$ cat config.mk
export PLATFORM = sky130hd
export DESIGN_NAME = v_upd_ingress
export DESIGN_NICKNAME = d
export VERILOG_FILES = /design/src/rtl/v_pkg.sv /design/src/rtl/v_upd_ingress.sv
export SDC_FILE = /design/constraint.sdc
export NUM_CORES = 1
export LEC_CHECK = 0
export ABC_AREA = 0
export CAP_MARGIN = 30
export CORE_MARGIN = 2
export CORE_UTILIZATION = 35
export CTS_CLUSTER_DIAMETER = 60
export DETAILED_ROUTE_END_ITERATION = 6
export HOLD_SLACK_MARGIN = 0.15
export PLACE_DENSITY_LB_ADDON = 0.1
export SLEW_MARGIN = 40
export SYNTH_ARGS = -nofsm -noshare
export SYNTH_HDL_FRONTEND = slang
export SYNTH_SLANG_ARGS = --single-unit
$ cat constraint.sdc
create_clock -name clk -period 7.1 [get_ports clk]
set_clock_uncertainty 0.2 [all_clocks]
set_input_delay 1.42 -clock clk [delete_from_list [all_inputs] [get_ports clk]]
set_output_delay 1.42 -clock clk [all_outputs]
set_load 0.005 [all_outputs]
$ cat src/rtl/v_pkg.sv
// rtl/v_pkg.sv - shared payload types for update commands
package v_pkg;
    typedef logic [7:0]  id_t;
    typedef logic [1:0]  cmd_t;
    typedef logic [15:0] key_t;
    typedef logic [15:0] size_t;
endpackage

$ cat src/rtl/v_upd_ingress.sv
// rtl/v_upd_ingress.sv - update command buffer feeding the list engine
// Commands queue from reset onward; issue waits until the engine finishes its busy-high/low init handshake.
module v_upd_ingress #(
    parameter int DEPTH = 8
) (
    input  logic                       clk,
    input  logic                       rst,
    input  logic                       i_in_vld,
    input  v_pkg::id_t                 i_in_prod_id,
    input  v_pkg::cmd_t                i_in_cmd,
    input  v_pkg::key_t                i_in_key,
    input  v_pkg::size_t               i_in_size,
    output logic                       o_in_rdy_r,
    input  logic                       i_busy_r,
    output logic                       o_upd_vld_r,
    output v_pkg::id_t                 o_upd_prod_id_r,
    output v_pkg::cmd_t                o_upd_cmd_r,
    output v_pkg::key_t                o_upd_key_r,
    output v_pkg::size_t               o_upd_size_r,
    output logic [$clog2(DEPTH):0]     o_level_r,
    output logic                       o_ovf_r
);
    localparam int AW = $clog2(DEPTH);
    localparam int LW = AW + 1;

    typedef enum logic [1:0] {S_INIT_HI, S_INIT_LO, S_RUN} state_t;

    typedef struct packed {
        v_pkg::id_t   prod_id;
        v_pkg::cmd_t  cmd;
        v_pkg::key_t  key;
        v_pkg::size_t size;
    } entry_t;

    state_t          state_r;
    state_t          state_nxt;
    entry_t          mem [DEPTH];
    entry_t          head;
    logic [AW-1:0]   wr_ptr_r;
    logic [AW-1:0]   rd_ptr_r;
    logic            push;
    logic            pop;
    logic [LW-1:0]   level_nxt;

    always_comb begin
        state_nxt = state_r;
        case (state_r)
            S_INIT_HI: if (i_busy_r)  state_nxt = S_INIT_LO;
            S_INIT_LO: if (!i_busy_r) state_nxt = S_RUN;
            S_RUN:     state_nxt = S_RUN;
            default:   state_nxt = S_INIT_HI;
        endcase
    end

    // Pop reads the registered level only, so an entry pushed this cycle can never leave this cycle.
    assign push      = i_in_vld && o_in_rdy_r;
    assign pop       = (state_r == S_RUN) && !i_busy_r && (o_level_r != '0);
    assign level_nxt = o_level_r + LW'(push) - LW'(pop);
    assign head      = mem[rd_ptr_r];

    always_ff @(posedge clk) begin
        if (push) begin
            mem[wr_ptr_r] <= '{prod_id: i_in_prod_id, cmd: i_in_cmd, key: i_in_key, size: i_in_size};
        end
    end

    always_ff @(posedge clk) begin
        if (rst) begin
            state_r         <= S_INIT_HI;
            wr_ptr_r        <= '0;
            rd_ptr_r        <= '0;
            o_level_r       <= '0;
            o_in_rdy_r      <= 1'b0;
            o_ovf_r         <= 1'b0;
            o_upd_vld_r     <= 1'b0;
            o_upd_prod_id_r <= '0;
            o_upd_cmd_r     <= '0;
            o_upd_key_r     <= '0;
            o_upd_size_r    <= '0;
        end else begin
            state_r     <= state_nxt;
            o_level_r   <= level_nxt;
            o_in_rdy_r  <= (level_nxt <= LW'(DEPTH - 1));
            o_upd_vld_r <= pop;
            if (i_in_vld && !o_in_rdy_r) begin
                o_ovf_r <= 1'b1;
            end
            if (push) begin
                wr_ptr_r <= wr_ptr_r + AW'(1);
            end
            if (pop) begin
                rd_ptr_r        <= rd_ptr_r + AW'(1);
                o_upd_prod_id_r <= head.prod_id;
                o_upd_cmd_r     <= head.cmd;
                o_upd_key_r     <= head.key;
                o_upd_size_r    <= head.size;
            end
        end
    end
endmodule

==> Flow_metrics.wiki, run 1 <==
{| class="wikitable"
! Metric !! Value
|-
| Count of cell types in the netlist || 27
|-
| Number of nets at the end of the flow || 977
|-
| Post-DRT Antenna Nets || 0
|-
| Bufs on Longest Clock Path || 3
|-
| Register clock-pin slew on the reported worst setup and hold paths || 0.06 ns
|-
| Minimum setup slack in the final design || 3.36 ns
|-
| Share of synthesized area occupied by flip-flops and latches || 76.1%
|-
| Endpoint of the most critical setup path || mem[4][16]
|-
| Cell row count || 75
|-
| Antenna violations before repair || 2
|-
| Final period demand of the worst path || 3.74 ns
|-
| Warnings, synthesis || 0
|-
| Worst min-delay path class || reg -> reg
|-
| Detailed placement HPWL || 17200 um
|-
| CP Capture Type || flop
|-
| Overall power of the completed layout || 0.00523 W
|-
| Largest stage delay on the critical path || 0.70 ns
|-
| Commonest non-fill, non-tap cell in the layout || sky130_fd_sc_hd__edfxtp_1
|-
| Ordered cell list for the critical path || clkdlybuf4s50_1, nand3_1, nor3_2, buf_4
|-
| Worst-path fanout max || 34
|-
| Startpoint of the most critical register-to-register path || rd_ptr_r[2]
|-
| Fraction of layout cells with a size suffix above 1 || 13.7%
|-
| Die Height || 209 um
|-
| Kind of start point of the critical path || input pin
|-
| Buffer count from post-CTS setup fixing || 0
|-
| Maximum capacitance violations || 0
|-
| Horizontal extent of the die || 209 um
|-
| Data arrival time at the worst-slack endpoint || 3.70 ns
|-
| Post-Synthesis Cells || 811
|-
| Clock tree from TritonCTS || yes
|-
| Standard cell core area || 41800 um2
|-
| Result of the run || complete, no violations
|-
| Final clock period utilization by the worst path || 52.6%
|-
| Crit path launch || i_in_vld
|-
| Global-route congestion overflow total || 0
|-
| Hold Buf Count CTS || 0
|-
| Detailed-routing iteration count for the pre-antenna-repair pass || 4
|-
| Fin. Hold Viols || 0
|-
| Count of state elements after synthesis || 393
|-
| Bufs and invs on worst path || 2
|-
| Total Neg Setup Slack || 0 ns
|-
| Vias in the first global route || 7692
|-
| Initial core utilization || 35.3%
|-
| Gates resized, CTS repair || 0
|-
| Maximum level of the CTS H-tree || 2
|-
| Clock Tree Root || sky130_fd_sc_hd__clkbuf_16
|-
| Ratio of routed vias to standard cells || 4.96
|-
| Largest net degree at the start of global routing || 84
|-
| Worst setup timing slack at the placement stage || 2.42 ns
|-
| Largest delay contributor family on the critical path || buffers and inverters
|-
| Total routing usage reported by global routing || 15.0%
|-
| Number of max-slew violations in the final report || 0
|-
| R2R Path End || o_upd_size_r[13]
|-
| Net count after synthesis || 869
|-
| VDD IR-drop max || 0.138 mV
|-
| Combined area of all synthesized cells || 14800 um2
|-
| Total setup violations reported at the end of the flow || 0
|-
| Number of clock buffers inserted by TritonCTS || 43
|-
| Overall die area || 43800 um2
|-
| Worst Path Required || 7.06 ns
|-
| Post-synthesis average cell area || 18.2 um2
|-
| Ratio of total power to cell area || 297 nW/um2
|-
| Achievable Freq || 268 MHz
|-
| P_leak || 5.37 nW
|-
| Register-to-Register Setup Slack || 3.76 ns
|-
| Cell count of the worst reg-to-reg path || 6
|-
| I/O pin count || 95
|-
| Clock sinks || 393
|-
| Routed wire per std cell || 21.7 um
|-
| DR vias || 7403
|-
| Remaining design rule violation count || 0
|-
| Remaining max-slew budget at the tightest pin || 47.8%
|-
| GP Congestion || 0.652
|-
| Commonest cells after routing, fill and taps aside || sky130_fd_sc_hd__edfxtp_1, sky130_fd_sc_hd__clkdlybuf4s50_1, sky130_fd_sc_hd__mux2i_1, sky130_fd_sc_hd__nor2_1, sky130_fd_sc_hd__dfxtp_1
|-
| Initial detailed-routing violation count || 427
|-
| Actual transition at the worst max-transition pin || 0.783 ns
|-
| Wire length after detailed routing || 32300 um
|-
| Slowest library cell on the worst path || sky130_fd_sc_hd__nor3_2
|-
| Count of input and output buffers || 94
|-
| Setup repair after global routing missed its margin || no
|-
| Number of cells on the critical path || 4
|-
| Area grow syn2layout || 19.2%
|-
| Wire length of the first global-routing pass || 49500 um
|-
| Latest clock arrival within the worst-skew pair || 0.54 ns
|-
| Critical path start-end classification || in -> reg
|}
## tightest hold or removal path, delay by kind of cell (launching register included)
family | cells | cell delay [ns]
compound gates | 1 | 0.04
flops | 1 | 0.32
simple gates | 1 | 0.06
## synthesized netlist by cell type
cell type | n | area, um2
sky130_fd_sc_hd__xnor2_1 | 3 | 26.3
sky130_fd_sc_hd__nor2_1 | 58 | 218
sky130_fd_sc_hd__mux4_2 | 42 | 946
sky130_fd_sc_hd__a21o_1 | 2 | 15.0
sky130_fd_sc_hd__nor3_2 | 1 | 10.0
sky130_fd_sc_hd__mux2i_1 | 85 | 851
sky130_fd_sc_hd__fa_1 | 1 | 20.0
sky130_fd_sc_hd__clkinv_2 | 1 | 5.00
sky130_fd_sc_hd__a21oi_1 | 6 | 30.0
sky130_fd_sc_hd__nor2b_1 | 3 | 18.8
sky130_fd_sc_hd__dfxtp_1 | 57 | 1140
sky130_fd_sc_hd__or2_1 | 1 | 6.26
sky130_fd_sc_hd__o22ai_1 | 42 | 263
sky130_fd_sc_hd__inv_1 | 9 | 33.8
sky130_fd_sc_hd__nor3_1 | 45 | 225
sky130_fd_sc_hd__nand2_1 | 5 | 18.8
sky130_fd_sc_hd__nand3_1 | 3 | 15.0
sky130_fd_sc_hd__nand2b_1 | 4 | 25.0
sky130_fd_sc_hd__nor4_1 | 1 | 6.26
sky130_fd_sc_hd__xor2_1 | 3 | 26.3
sky130_fd_sc_hd__buf_1 | 4 | 15.0
sky130_fd_sc_hd__ha_1 | 11 | 138
sky130_fd_sc_hd__clkbuf_1 | 15 | 56.3
sky130_fd_sc_hd__a211oi_1 | 43 | 323
sky130_fd_sc_hd__buf_6 | 14 | 158
sky130_fd_sc_hd__edfxtp_1 | 336 | 10100
sky130_fd_sc_hd__buf_2 | 16 | 80.1
## report_power, final
part,switching [W],internal [W],total [W]
registers,0.0000503,0.00262,0.00267
logic,0.000268,0.000232,0.000500
clock network,0.000846,0.00121,0.00206
## layer usage
metal  track usage [%]  vias up  share of wire [%]
met5                 0        -              0.034
met4              4.11        2                1.8
met3              2.66       48                3.7
met2              25.4      115                 49
met1              20.1     3790                 45
li1                  -     3448                  -
## worst min-delay path by stage
| stage | start | end | slack [ns] | depth (start not counted) |
|---|---|---|---|---|
| final | o_ovf_r | o_ovf_r | 0.26 | 2 |
| after global routing | o_upd_key_r[11] | o_upd_key_r[11] | 0.31 | 2 |
| after CTS | o_ovf_r | o_ovf_r | 0.27 | 2 |
| after detailed placement | o_ovf_r | o_ovf_r | 0.25 | 2 |
| after global placement | o_ovf_r | o_ovf_r | 0.25 | 2 |
| after floorplan | o_ovf_r | o_ovf_r | 0.26 | 2 |
## kinds of logic (layout without fill, tap and decap cells)
logic type	Yosys count	in the layout	share of synthesized area, %
DFF	393	393	76.1
muxes	127	127	12.2
and+or+nand+nor	121	121	3.68
AOI/OAI and AO/OA	93	93	4.27
buffers and inverters	59	201	2.36
adders and majority gates	12	12	1.07
xor gates and xnor gates	6	6	0.356
other	0	1	0
## registers in the layout (all words and copies together), names as in the netlist
register	flops
mem	336
o_upd_key_r	16
o_upd_size_r	16
o_upd_prod_id_r	8
o_level_r	4
rd_ptr_r	3
wr_ptr_r	3
o_upd_cmd_r	2
state_r	2
o_in_rdy_r	1
o_ovf_r	1
o_upd_vld_r	1
## metrics by stage
stage	instances	cell area, um2	hold slack [ns]	util (%)
2_1_floorplan	811	14800	0.260	-
3_3_place_gp	1412	16300	0.249	38.9
3_5_place_dp	1413	16300	0.253	39.0
4_1_cts	1492	17600	0.269	42.1
5_1_grt	1492	17600	0.311	42.1
6_report	1493	17600	0.263	42.1
## layout make-up
class | count | area, um2
fillers | 3737 | 24200
well taps | 539 | 674
clock inverters | 17 | 97.6
multi-input cells | 359 | 3230
diodes | 1 | 2.50
flip-flops and latches | 393 | 11200
clock buffers | 62 | 1210
repair buffers | 112 | 1100
inverters | 10 | 40.0
(Power assumes the default switching activity.)
==> run 2, diff against run 1 <==
==> constraint.sdc (replaced) <==
create_clock -name clk -period 3.9 [get_ports clk]
set_clock_uncertainty 0.2 [all_clocks]
set_input_delay 0.78 -clock clk [delete_from_list [all_inputs] [get_ports clk]]
set_output_delay 0.78 -clock clk [all_outputs]
set_load 0.005 [all_outputs]
==> Flow_metrics.wiki, run 2 (synthesized netlist as in run 1, its figures left out) <==
{| class="wikitable"
! Metric !! Value
|-
| CP Capture Type || flop
|-
| Horizontal extent of the die || 209 um
|-
| Data arrival time at the worst-slack endpoint || 2.87 ns
|-
| Worst-path fanout max || 7
|-
| Wire length of the first global-routing pass || 49200 um
|-
| Ratio of total power to cell area || 556 nW/um2
|-
| Register clock-pin slew on the reported worst setup and hold paths || 0.06 ns
|-
| Remaining max-slew budget at the tightest pin || 46.1%
|-
| Ordered cell list for the critical path || clkdlybuf4s50_1, nand2_1, ha_1, inv_1, ha_1, a21o_1, a21oi_1, xor2_1, nor2b_1
|-
| Global-route congestion overflow total || 0
|-
| Placed cell area || 16400 um2
|-
| Achievable Freq || 385 MHz
|-
| Met2 Usage GRT || 24.6%
|-
| Wire length after detailed routing || 32500 um
|-
| Antenna diode count || 0
|-
| Standard cell core area || 41800 um2
|-
| Number of max-slew violations in the final report || 0
|-
| Leading registers by flop count || mem (336), o_upd_key_r (16), o_upd_size_r (16)
|-
| Post-DRT Antenna Nets || 0
|-
| Cell row count || 75
|-
| Minimum setup slack in the final design || 1.30 ns
|-
| Final clock period utilization by the worst path || 66.5%
|-
| Latest clock arrival within the worst-skew pair || 0.54 ns
|-
| Total setup violations reported at the end of the flow || 0
|-
| Clock tree from TritonCTS || yes
|-
| GP Congestion || 0.668
|-
| Commonest cells after routing, fill and taps aside || sky130_fd_sc_hd__edfxtp_1, sky130_fd_sc_hd__clkdlybuf4s50_1, sky130_fd_sc_hd__mux2i_1, sky130_fd_sc_hd__nor2_1, sky130_fd_sc_hd__dfxtp_1
|-
| Overall power of the completed layout || 0.00999 W
|-
| Initial detailed-routing violation count || 422
|-
| Bufs on Longest Clock Path || 3
|-
| Remaining design rule violation count || 0
|-
| Worst min-delay path class || reg -> reg
|-
| Gates resized, CTS repair || 0
|-
| Initial core utilization || 35.3%
|-
| Number of clock buffers inserted by TritonCTS || 45
|-
| Fin. Hold Viols || 0
|-
| Clock sinks || 393
|-
| Commonest non-fill, non-tap cell in the layout || sky130_fd_sc_hd__edfxtp_1
|-
| Most repeated library cell on the critical path || sky130_fd_sc_hd__ha_1
|-
| Number of flip-flops in the largest register || 336
|-
| I/O pin count || 95
|-
| GR peak layer || met2
|-
| VDD IR-drop max || 0.288 mV
|-
| Critical path start-end classification || in -> reg
|-
| Maximum level of the CTS H-tree || 2
|-
| Number of nets at the end of the flow || 999
|-
| Final design instance area without fill || 18000 um2
|-
| Largest delay contributor family on the critical path || buffers and inverters
|-
| Slowest library cell on the worst path || sky130_fd_sc_hd__clkdlybuf4s50_1
|-
| Area grow syn2layout || 21.6%
|-
| Kind of start point of the critical path || input pin
|-
| Register-to-Register Setup Slack || 1.34 ns
|-
| Bufs and invs on worst path || 2
|-
| Overall die area || 43800 um2
|-
| Worst Path Required || 4.17 ns
|-
| Number of cells after detailed placement || 1432
|-
| Antenna violations before repair || 1
|-
| Fraction of layout cells with a size suffix above 1 || 17.1%
|-
| Largest net degree at the start of global routing || 58
|-
| Filler Cell Count || 3682
|-
| Detailed placement HPWL || 17700 um
|-
| Met3 capacity usage during global routing || 2.42%
|-
| Detailed-routing iteration count for the pre-antenna-repair pass || 4
|-
| Post-route non-filler standard cell count || 1517
|-
| Actual transition at the worst max-transition pin || 0.808 ns
|-
| Worst setup timing slack at the placement stage || 0.698 ns
|-
| Largest stage delay on the critical path || 0.56 ns
|-
| DR vias || 7545
|-
| Count of input and output buffers || 94
|-
| Setup repair after global routing missed its margin || no
|-
| Buffer count from post-CTS setup fixing || 0
|-
| Biggest register || mem
|-
| Total routing usage reported by global routing || 15.0%
|-
| Maximum capacitance violations || 0
|-
| Vias in the first global route || 7847
|-
| Routed wire per std cell || 21.5 um
|-
| Final period demand of the worst path || 2.60 ns
|-
| Ratio of routed vias to standard cells || 4.97
|-
| P_leak || 5.58 nW
|-
| Clock Tree Root || sky130_fd_sc_hd__clkbuf_16
|-
| Global Route met1 Usage || 21.1%
|-
| Result of the run || complete, no violations
|-
| Die Height || 209 um
|-
| Hold Buf Count CTS || 0
|}
==> run 2: cell count changes in the layout (fill, tap and decap cells not counted), sizes merged <==
cell	delta
buf	+20
inv	+1
diode	-1
bufinv	+2
clkinvlp	+1
clkinv	-3
clkbuf	+4
==> run 2: area by class of cell <==
class / instances / area [um2] / share of cell area [%]
tap: 539 / 674 / 3.76
multi-input combinational: 359 / 3250 / 18.1
clock inverter: 18 / 179 / 0.997
timing repair buffer: 132 / 1260 / 7.01
clock buffer: 66 / 1320 / 7.34
sequential: 393 / 11200 / 62.6
inverter: 10 / 38.8 / 0.216
==> run 2: through the flow <==
step	util (%)	hold WS [ns]	TNS [ns]
4_1_cts	42.9	0.283	0
3_3_place_gp	39.4	0.248	0
6_report	43.0	0.278	0
5_1_grt	43.0	0.299	0
3_5_place_dp	39.4	0.268	0
2_1_floorplan	-	0.260	-86.26
==> run 2: final timing paths <==
path,start,to,cells past startpoint
min reg2reg,o_ovf_r,o_ovf_r,2
max,i_in_vld,o_level_r[3],9
min,o_ovf_r,o_ovf_r,2
max reg2reg,rd_ptr_r[2],o_upd_key_r[0],6
==> run 2: worst reg2reg max path: cells and delay by family, from the launching register on <==
kind	cells	cell delay, ns
flops	1	0.33
simple gates	2	0.35
compound gates	2	0.53
buf+inv	2	1.05
==> run 2: where the power goes <==
| part | switching, W | internal, W |
|---|---|---|
| Clock | 0.00164 | 0.00255 |
| Combinational | 0.000487 | 0.000440 |
| Sequential | 0.000101 | 0.00477 |
==> run 2: metal layers <==
metal | vias to the layer above | share of wire (%)
li1 | 3494 | -
met1 | 3881 | 47
met2 | 121 | 48
met3 | 47 | 3.3
met4 | 2 | 1.9
met5 | - | 0.031
==> run 3, diff against run 2 <==
==> constraint.sdc (replaced) <==
create_clock -name clk -period 2.4 [get_ports clk]
set_clock_uncertainty 0.2 [all_clocks]
set_input_delay 0.48 -clock clk [delete_from_list [all_inputs] [get_ports clk]]
set_output_delay 0.48 -clock clk [all_outputs]
set_load 0.005 [all_outputs]
==> Flow_metrics.wiki, run 3 (synthesized netlist as in run 1, its figures left out) <==
{| class="wikitable"
! Metric !! Value
|-
| Result of the run || complete, no violations
|-
| GP Congestion || 0.692
|-
| Global-route congestion overflow total || 0
|-
| Ratio of routed vias to standard cells || 4.94
|-
| P_leak || 5.59 nW
|-
| Worst-path fanout max || 4
|-
| Filler Cell Count || 3642
|-
| Number of nets at the end of the flow || 1009
|-
| Count of input and output buffers || 94
|-
| Initial detailed-routing violation count || 416
|-
| Biggest register || mem
|-
| Overall die area || 43800 um2
|-
| Remaining design rule violation count || 0
|-
| CP Capture Type || flop
|-
| Total Neg Setup Slack || 0 ns
|-
| Antenna diode count || 0
|-
| Initial core utilization || 35.3%
|-
| Fin. Hold Viols || 0
|-
| Wire length of the first global-routing pass || 50000 um
|-
| Standard cell core area || 41800 um2
|-
| Total setup violations reported at the end of the flow || 0
|-
| Number of clock buffers inserted by TritonCTS || 44
|-
| Fraction of layout cells with a size suffix above 1 || 17.6%
|-
| Final clock period utilization by the worst path || 93.2%
|-
| Critical path start-end classification || reg -> reg
|-
| Commonest non-fill, non-tap cell in the layout || sky130_fd_sc_hd__edfxtp_1
|-
| Commonest cells after routing, fill and taps aside || sky130_fd_sc_hd__edfxtp_1, sky130_fd_sc_hd__clkdlybuf4s50_1, sky130_fd_sc_hd__mux2i_1, sky130_fd_sc_hd__nor2_1, sky130_fd_sc_hd__dfxtp_1
|-
| Achievable Freq || 447 MHz
|-
| I/O pin count || 95
|-
| Setup repair after global routing missed its margin || no
|-
| Latest clock arrival within the worst-skew pair || 0.55 ns
|-
| Wire length after detailed routing || 33100 um
|-
| Global Route met1 Usage || 21.2%
|-
| Largest net degree at the start of global routing || 45
|-
| Cell row count || 75
|-
| GR peak layer || met2
|-
| Routed wire per std cell || 21.7 um
|-
| Antenna violations before repair || 1
|-
| Total routing usage reported by global routing || 15.4%
|-
| DR vias || 7536
|-
| Vias in the first global route || 7894
|-
| Kind of start point of the critical path || flop
|-
| Met2 Usage GRT || 25.1%
|-
| VDD IR-drop max || 0.431 mV
|-
| Clock Tree Root || sky130_fd_sc_hd__clkbuf_16
|-
| Leading registers by flop count || mem (336), o_upd_key_r (16), o_upd_size_r (16)
|-
| Worst Path Required || 2.69 ns
|-
| Die Height || 209 um
|-
| Area grow syn2layout || 23.2%
|-
| Clock sinks || 393
|-
| Horizontal extent of the die || 209 um
|-
| Number of flip-flops in the largest register || 336
|-
| Data arrival time at the worst-slack endpoint || 2.53 ns
|-
| Detailed-routing iteration count for the pre-antenna-repair pass || 6
|-
| Remaining max-slew budget at the tightest pin || 55.5%
|-
| Maximum level of the CTS H-tree || 2
|-
| Final cell utilization of the core || 43.5%
|-
| Bufs on Longest Clock Path || 3
|-
| Overall power of the completed layout || 0.0159 W
|-
| Met3 capacity usage during global routing || 2.57%
|-
| Ratio of total power to cell area || 872 nW/um2
|-
| Number of max-slew violations in the final report || 0
|-
| Register clock-pin slew on the reported worst setup and hold paths || 0.06 ns
|-
| Worst min-delay path class || in -> reg
|-
| Detailed placement HPWL || 18700 um
|-
| Maximum capacitance violations || 0
|-
| Final period demand of the worst path || 2.24 ns
|-
| Actual transition at the worst max-transition pin || 0.667 ns
|-
| Buffer count from post-CTS setup fixing || 0
|-
| Clock tree from TritonCTS || yes
|-
| Post-DRT Antenna Nets || 0
|}
run 3: cell types whose count changed in the layout (fill, tap and decap cells not counted), moves of 3 or more:
cell / before / now
sky130_fd_sc_hd__clkinv_2: 10 / 3
sky130_fd_sc_hd__clkbuf_1: 12 / 8
sky130_fd_sc_hd__buf_12: 3 / 21
sky130_fd_sc_hd__clkbuf_8: 7 / 1
sky130_fd_sc_hd__dfxtp_2: 2 / 5
sky130_fd_sc_hd__clkinv_1: 2 / 16
sky130_fd_sc_hd__nor3_2: 4 / 1
sky130_fd_sc_hd__nor3_4: 1 / 4
sky130_fd_sc_hd__buf_4: 35 / 28
sky130_fd_sc_hd__dfxtp_1: 54 / 51
run 3: critical path, cell delays in order, from the launching register on:
cell and delay (ns):
sky130_fd_sc_hd__dfxtp_2 0.33, sky130_fd_sc_hd__inv_2 0.05, sky130_fd_sc_hd__ha_1 0.19, sky130_fd_sc_hd__nand2b_1 0.12, sky130_fd_sc_hd__a21o_2 0.14, sky130_fd_sc_hd__clkinv_4 0.05
sky130_fd_sc_hd__ha_1 0.26, sky130_fd_sc_hd__inv_1 0.04, sky130_fd_sc_hd__ha_2 0.18, sky130_fd_sc_hd__a21o_1 0.18, sky130_fd_sc_hd__a21oi_2 0.12, sky130_fd_sc_hd__xor2_1 0.18
sky130_fd_sc_hd__nor2b_1 0.14
run 3: timing repair:
action                                 4_1_cts  5_1_grt
setup endpoints to repair                    0        1
endpoints found under the hold margin        0        0
hold buffers                                 0        0
gates resized for setup                      0        0
run 3: layer usage:
| layer | part of all wire (%) | routed length, um | vias to the layer above |
|---|---|---|---|
| li1 | - | - | 3511 |
| met1 | 47 | 15500 | 3855 |
| met2 | 48 | 15800 | 119 |
| met3 | 3.5 | 1140 | 49 |
| met4 | 1.9 | 644 | 2 |
| met5 | 0.021 | 7 | - |
run 3: layout make-up:
cell class / instances / area, um2 / share of cell area (%)
Tap cell: 539 / 674 / 3.71
Clock inverter: 28 / 191 / 1.05
Sequential cell: 393 / 11200 / 61.8
Timing Repair Buffer: 143 / 1570 / 8.62
Multi-Input combinational cell: 359 / 3290 / 18.1
Clock buffer: 54 / 1170 / 6.44
Inverter: 10 / 42.5 / 0.234
run 3: metrics by stage:
step                std cells  setup slack, ns  hold WS, ns  cell area, um2
CTS                      1526            0.138        0.252           18200
global placement         1444           -0.268        0.250           16800
finish                   1526            0.163        0.265           18200
floorplan                 811           -0.207        0.260           14900
detailed placement       1444           -0.271        0.276           16800
global route             1526          0.00833        0.271           18200
run 3: power by group:
part           switching, W  internal [W]  total (W)  leakage (nW)
Sequential         0.000151       0.00776    0.00791          3.49
Clock               0.00266       0.00368    0.00634         0.652
Combinational      0.000841      0.000772    0.00161          1.44
run 3: worst paths after layout:
check / start / to / slack (ns) / depth (start not counted)
setup / recovery: state_r[0] / o_level_r[3] / 0.16 / 12
hold / removal: rst / o_upd_key_r[11] / 0.26 / 2
setup reg to reg: state_r[0] / o_level_r[3] / 0.16 / 12
hold reg to reg: o_ovf_r / o_ovf_r / 0.28 / 2
==> patch: new RTL, flow settings as in run 1 <==
Encoding of `state_t`: now one-hot (3 bits for 3 states).
--- a/src/rtl/v_upd_ingress.sv
+++ b/src/rtl/v_upd_ingress.sv
@@ -23,7 +23,7 @@
     localparam int AW = $clog2(DEPTH);
     localparam int LW = AW + 1;
 
-    typedef enum logic [1:0] {S_INIT_HI, S_INIT_LO, S_RUN} state_t;
+    typedef enum logic [2:0] {S_INIT_HI = 3'b001, S_INIT_LO = 3'b010, S_RUN = 3'b100} state_t;
 
     typedef struct packed {
         v_pkg::id_t   prod_id;
Behaviour: no difference found for any inputs over 4 cycles, from zero or initial values and one cycle with rst high; so few cycles prove little.
==> patch against run 1 <==
Wire length grew 2.7%; via count shrank 4.4%; design area increased by 2.0%; cell count shrank 5.6%; area after synthesis grew 0.75%; sequential cell count is 1 higher; core utilization up 0.66 points; setup slack improved by 0.26 ns; combinational power fell by 47%; sequential power down 1%; total power shrank 2.3%; sequential share of layout area is 1.1 points lower; critical path type unchanged.
==> patch: results (changes against run 1) <==
Status
  • Outcome: finished, final reports clean

Worst hold path
  • Hold Crit Class: register to register
  • Hold depth: 2 (unchanged)

Routing
  • Routed WL: 33200 um (+2.7%)
  • Avg Vias per Cell: 5.02 (+1.3%)
  • Post-DR wirelength/cell: 23.6 um (+8.8%)
  • Initial DRC Count: 302 (-29%)
  • Initial DRT Pass Iterations: 4 (unchanged)

Layout
  • Share of cells above drive strength 1: 0.282 (+0.144)
  • Fillers: 3647 (-2.4%)
  • Regs by FF count: mem x336, o_upd_key_r x16, o_upd_size_r x16
  • Nets: 887 (-9.2%)

STA
  • Slew headroom: 0.451 (-0.0271)
  • Period minus WS final: 3.47 ns (-0.261 ns)

Worst setup path
  • WP data arrival: 3.76 ns (+0.06 ns)
  • Crit path max fanout: 4 (-88%)
  • Worst R2R Setup Slack: 4.36 ns (+0.60 ns)
  • Worst R2R Path Depth: 4 (-2)

Power
  • Max IR drop VDD: 0.178 mV (+29%)
  • Pwr dens: 285 nW/um^2 (-4.3%)
  • LEAKAGE: 5.60 nW (+4.3%)

Global route
  • Initial antenna violation count: 4 (+2)
  • Vias in the first global route: 7788 (+1.2%)
  • Largest net degree at the start of global routing: 59 (-30%)
  • GRT Util Overall: 0.154 (+0.00327)
  • Global-route wire length before repair: 49200 um (-0.56%)

Yosys
  • Post-synth top cells: edfxtp_1, mux4_2, dfxtp_1, nor2_1, nor3_2
  • Number of synthesized flops with an enable pin: 336 (unchanged)
  • Yosys Warn Count: 0 (unchanged)
  • Area contributors post-synth: edfxtp_1, mux4_2, dfxtp_1
  • Syn_area_per_cell: 20.8 um^2 (+14%)
  • Sequential-to-total area share from yosys stat: 0.757 (-0.00429)
  • Fraction of registers with async set/reset: 0 (unchanged)
  • Syn Nets: 768 (-12%)
  • Count of cell types in the netlist: 35 (+30%)

Placement
  • Post-detail-place hpwl: 17200 um (+0.26%)
  • GPL Wtd Cong: 0.697 (+6.9%)
  • Dpl ws: 2.99 ns (+0.579 ns)
  • Cell count after placement: 1325 (-6.2%)
  • I/O Buffers: 94 (unchanged)

Clocking
  • Largest buffer count on any clock path: 3 (unchanged)
  • Clk_lat worst skew: 0.55 ns
  • Num CTS Buffers: 45 (+4.7%)
  • Clk pin slew, worst setup/hold paths: 0.05 ns
  • Setup bufs post-CTS: 0 (unchanged)
  • Cts repair resizes: 0 (unchanged)
  • Clk root buf: clkbuf_16
## patch: cell count changes after synthesis, moves of 8 or more
cell      change
o22ai_2      +28
o22ai_1      -28
mux4_2       +42
buf_4         +8
nor3_2       +37
mux2i_1      -85
nor3_1       -35
a211oi_1     -43
## patch: where the power goes
group / total [mW] / internal, mW / switching [mW]
clock: 2.21 / 1.32 / 0.890
sequential: 2.63 / 2.60 / 0.0287
combinational: 0.267 / 0.115 / 0.152
total: 5.11 / 4.04 / 1.07
## patch: path summary, 6_finish.rpt
| path | startpoint | endpoint |
|---|---|---|
| setup reg to reg | rd_ptr_r[1] | o_upd_key_r[7] |
| hold reg to reg | o_ovf_r | o_ovf_r |
| hold / removal | o_ovf_r | o_ovf_r |
| setup / recovery | i_busy_r | o_level_r[3] |
## patch: cells by family after synthesis
| family | after synthesis | synth area share |
|---|---|---|
| DFF | 394 | 0.757 |
| and+or+nand+nor | 124 | 0.0538 |
| muxes | 84 | 0.127 |
| AOI/OAI and AO/OA | 52 | 0.0332 |
| buffers and inverters | 46 | 0.0184 |
| adders and majority gates | 8 | 0.00724 |
| xor gates and xnor gates | 6 | 0.00353 |
## patch: final cells by class
type | count | share of cell area
tap | 539 | 0.0376
antenna | 2 | 0.000279
clock inverter | 16 | 0.00634
timing repair buffer | 110 | 0.0640
clock buffer | 67 | 0.0736
sequential | 394 | 0.627
multi-input combinational | 274 | 0.189
inverter | 8 | 0.00174
## patch: metrics by stage
step | power, mW | area, um^2 | utilization | hold slack, ns
global placement | 2.93 | 16400 | 0.391 | 0.257
detailed placement | 2.95 | 16500 | 0.393 | 0.279
finish | 5.11 | 17900 | 0.428 | 0.287
CTS | 5.19 | 17900 | 0.427 | 0.293
global route | 5.30 | 17900 | 0.428 | 0.328
floorplan | 2.82 | 14900 | - | 0.260
## patch: worst max-delay path, cell delays in order
cell and delay (ns):
clkdlybuf4s50_1 0.49, nor4b_4 0.45, nand2_2 0.16, clkinv_2 0.08
ha_1 0.13, inv_1 0.06, ha_1 0.27, a21o_1 0.18
a21oi_1 0.16, xor2_1 0.21, nor2b_1 0.14
## patch: per-layer routing
layer  part of all wire  track usage
met2               0.52        0.272
met4              0.020       0.0411
met5            0.00075            0
met3              0.058       0.0386
met1               0.40        0.187
